===== src/rtl/reg_file.sv =====
// MIPS general-purpose register file: 2^ADDR_W x DATA_W, two combinational read
// ports, one synchronous write port, entry 0 hardwired to zero.
module reg_file #(
    parameter int DATA_W = 32,
    parameter int ADDR_W = 5
) (
    input  logic              clk,
    input  logic              rst,
    input  logic              wen,
    input  logic [ADDR_W-1:0] ra1,
    input  logic [ADDR_W-1:0] ra2,
    input  logic [ADDR_W-1:0] wadd,
    input  logic [DATA_W-1:0] wdata,
    output logic [DATA_W-1:0] rd1,
    output logic [DATA_W-1:0] rd2
);

    localparam int DEPTH = 2 ** ADDR_W;

    logic [DATA_W-1:0] regs [DEPTH];
    logic              we_eff;

    assign we_eff = wen && (wadd != '0);

    always_ff @(posedge clk or negedge rst) begin
        if (!rst) begin
            for (int i = 0; i < DEPTH; i++) begin
                regs[i] <= '0;
            end
        end else if (we_eff) begin
            regs[wadd] <= wdata;
        end
    end

    // Address 0 is forced to zero on read; no write-to-read bypass.
    assign rd1 = (ra1 == '0) ? '0 : regs[ra1];
    assign rd2 = (ra2 == '0) ? '0 : regs[ra2];

endmodule


===== config.mk =====
export PLATFORM = sky130hd
export DESIGN_NAME = reg_file
export DESIGN_NICKNAME = d
export VERILOG_FILES = /design/src/rtl/reg_file.sv
export SDC_FILE = /design/constraint.sdc
export NUM_CORES = 2
export LEC_CHECK = 0
export BUFFER_PORTS_ARGS = -buffer_cell sky130_fd_sc_hd__buf_2
export CORE_ASPECT_RATIO = 1.5
export CORE_MARGIN = 5
export CORE_UTILIZATION = 40
export CTS_CLUSTER_DIAMETER = 120
export CTS_CLUSTER_SIZE = 30
export DETAILED_ROUTE_END_ITERATION = 12
export PLACE_DENSITY = 0.63
export SETUP_SLACK_MARGIN = 0.3
export SLEW_MARGIN = 10
export SYNTH_ARGS = -nofsm -noshare
export SYNTH_HDL_FRONTEND = slang
export SYNTH_SLANG_ARGS = --single-unit

===== constraint.sdc =====
create_clock -name clk -period 2.9 [get_ports clk]
set_clock_uncertainty 0.05 [all_clocks]
set_input_delay 0.725 -clock clk [delete_from_list [all_inputs] [get_ports clk]]
set_output_delay 0.725 -clock clk [all_outputs]
set_load 0.05 [all_outputs]

==> metrics.cfg <==
[sta]
layout_setup_ws_ns=-0.4444
period_minus_slack_ns=3.344
rsz0062_at_grt=yes
fin_crit_sh=1.153
clock.fmax_mhz=299.0
drv_slew=0
hold_viol=0
fin_hold_ws_ns=0.3558
relSlewSlack=0.4771
worstMarginPinSlew_ns=0.7843
setup_viol=64

[synth]
yosysUniqueCellTypes=35
synthMuxAreaShare=0.4279
synthXorXnorAreaFrac=0
syn_area_per_cell_sq_um=15.02
synth_top_family_by_area=multiplexers
synth_area_sq_um=54370
synth_fa_ha_area_frac=0
synth_cells=3621
syn_nets=3671
synth_seq_cells=1024
ys_warn_count=0
seq_area_frac_synth=0.4713
synth_compound_area_frac=0.04842
synth-simple-area-share=0.01611

[pwr]
power_w=0.03781
vdd_drop_max_v=0.0003794
powerDensity_nw_per_um2=546.6
leakagePower_nw=29.32

[clocking]
cts_tree=yes
clock_path_buffers=3
cts_made_buffers=40
clkSinkCount=1024
clock_latency_ns=0.65
h-tree-depth=2
root_buffer=clkbuf_16
cts.clk_slew.worst_paths_ns=0.11

[floorplanning]
core_area_sq_um=135000
num_rows=165
die_h_um=461.5
dieArea_sq_um=143600
initial_core_util=0.4027
die_x_um=311.0
ios=114

[critical_path]
crit_slowest_cell=a311oi_4
crit_family=buffers and inverters
critPathMostFrequentCell=buf_12
worstPathMaxFanout=18
worst-setup-path-type=input port to primary output
startpoint_type=input port
crit_arrival_ns=2.57
worstPathCellList=buf_16 -> buf_4 -> or4_4 -> buf_12 -> buf_12 -> o21ai_4 -> a311oi_4 -> buf_12
path_buf_inv=5
cp.required_ns=2.12
worstSetupEndpointType=primary output
max_stage_delay_ns=0.51

[layout]
synthToLayoutAreaGrowth_pct=27.22
nFillCells=11150
largest_reg_flops=1024
reg_top3=regs x1024
fin_cells=5793
drive_gt1_frac=0.6705
top_register=regs
final_common_cell=dfrtp_1
layout.nets=4078
postLayoutCoreUtil=0.5123
final_cell_mix=1,024 x dfrtp_1, 1,023 x mux2_2, 448 x mux4_2

[drt]
routed_wl_um=195500
num_vias=37150
vias_per_cell=6.413
detail_route.wl_per_cell_um=33.74
route.antenna.remaining_nets=0
drt_iter0_markers=3447
drcViolationCount=0
dr.pass1.iters=5

[placed_design]
pre_cts_slack_ns=-0.5656
placed_cells=5566
hpwl_um=122800
gp_congestion=0.8370
numPortBuffers=113

[global_route]
grt_use_met2=0.4471
grt_overflow=0
antenna_found_initial=23
gr-usage-all-layers=0.2625
grt_pass1_vias=38670
grt_busiest_layer=met2
met3_usage=0.04579
gr-usage-met1=0.3318
grt_pass1_wl_um=278900
grt_max_degree=126

[outcome]
violations=setup timing
status=complete, but fails checks

[run]
drv_cap=0

[min_path]
hold_path_class=flop to flop

[final cells by class]
| cell class | count | area (sq um) | area share |
|---|---|---|---|
| Tap cell | 1753 | 2193 | 0.03171 |
| Antenna cell | 10 | 25.02 | 0.0003618 |
| Multi-Input combinational cell | 2165 | 29890 | 0.4322 |
| Inverter | 2 | 17.52 | 0.0002532 |
| Timing Repair Buffer | 795 | 10340 | 0.1495 |
| Clock buffer | 41 | 1026 | 0.01483 |
| Clock inverter | 3 | 47.55 | 0.0006874 |
| Sequential cell | 1024 | 25620 | 0.3705 |
[final timing paths]
| kind | from | cells past startpoint | end | slack, ns |
|---|---|---|---|---|
| max in group asynchronous | rst | 3 | regs[759] | 1.29 |
| worst min register to register | regs[1000] | 0 | regs[1000] | 0.36 |
| min in group asynchronous | rst | 2 | regs[825] | 0.49 |
| worst max-delay path | ra2[2] | 8 | rd2[21] | -0.44 |
| worst min-delay path | regs[1000] | 0 | regs[1000] | 0.36 |
| worst max register to register | regs[948] | 2 | regs[948] | 1.94 |
[synthesized netlist by cell type, drive strengths merged]
cell type,n,area [sq um]
mux2,1056,11890
dfrtp,1024,25620
mux4,448,10090
clkbuf,225,849.6
buf,207,1117
mux2i,128,1281
o21ai,110,550.5
nor2b,71,444.2
a211oi,64,480.5
a22oi,64,480.5
a311oi,64,560.5
nand2,49,183.9
a221oi,46,402.9
nor2,19,71.32
o2111ai,18,157.7
nand2b,5,31.28
nand4b,3,26.28
nor3,3,15.01
or3,3,18.77
and2,2,12.52
inv,2,7.510
nor3b,2,15.01
or2,2,12.51
or4,2,15.01
and3,1,6.260
nand3,1,5.000
nand4,1,6.260
nor4,1,12.51
[power breakdown]
part           total (W)  switching [W]  internal (W)
Sequential        0.0190        0.00205        0.0170
Clock            0.00726        0.00465       0.00261
Combinational     0.0115        0.00476       0.00678
Total             0.0378         0.0115        0.0264
[kinds of logic (layout without fill, tap and decap cells)]
family,Yosys count,in the layout
muxes,1632,1632
DFF,1024,1024
buffers and inverters,434,841
AOI/OAI and AO/OA,366,366
and+or+nand+nor,165,167
other,0,10
[what timing repair did]
action,CTS,global route
pin swaps,87,94
endpoints found under the hold margin,22,0
hold buffers,1,0
gates resized for setup,303,159
cloned,23,18
endpoints found under the setup margin,64,64
buffers inserted,84,47
[routing by layer]
layer | vias to the layer above | wire length [um]
li1 | 14850 | -
met1 | 20260 | 74590
met4 | 24 | 10800
met5 | - | 166
met3 | 455 | 13690
met2 | 1558 | 96210
[metrics by stage]
step | TNS [ns] | cell area (sq um)
2_1_floorplan | -7.828 | 56410
3_3_place_gp | -32.27 | 63620
3_5_place_dp | -31.74 | 63620
4_1_cts | -23.85 | 67480
5_1_grt | -25.11 | 69150
6_report | -23.42 | 69170
(Power assumes the default switching activity.)
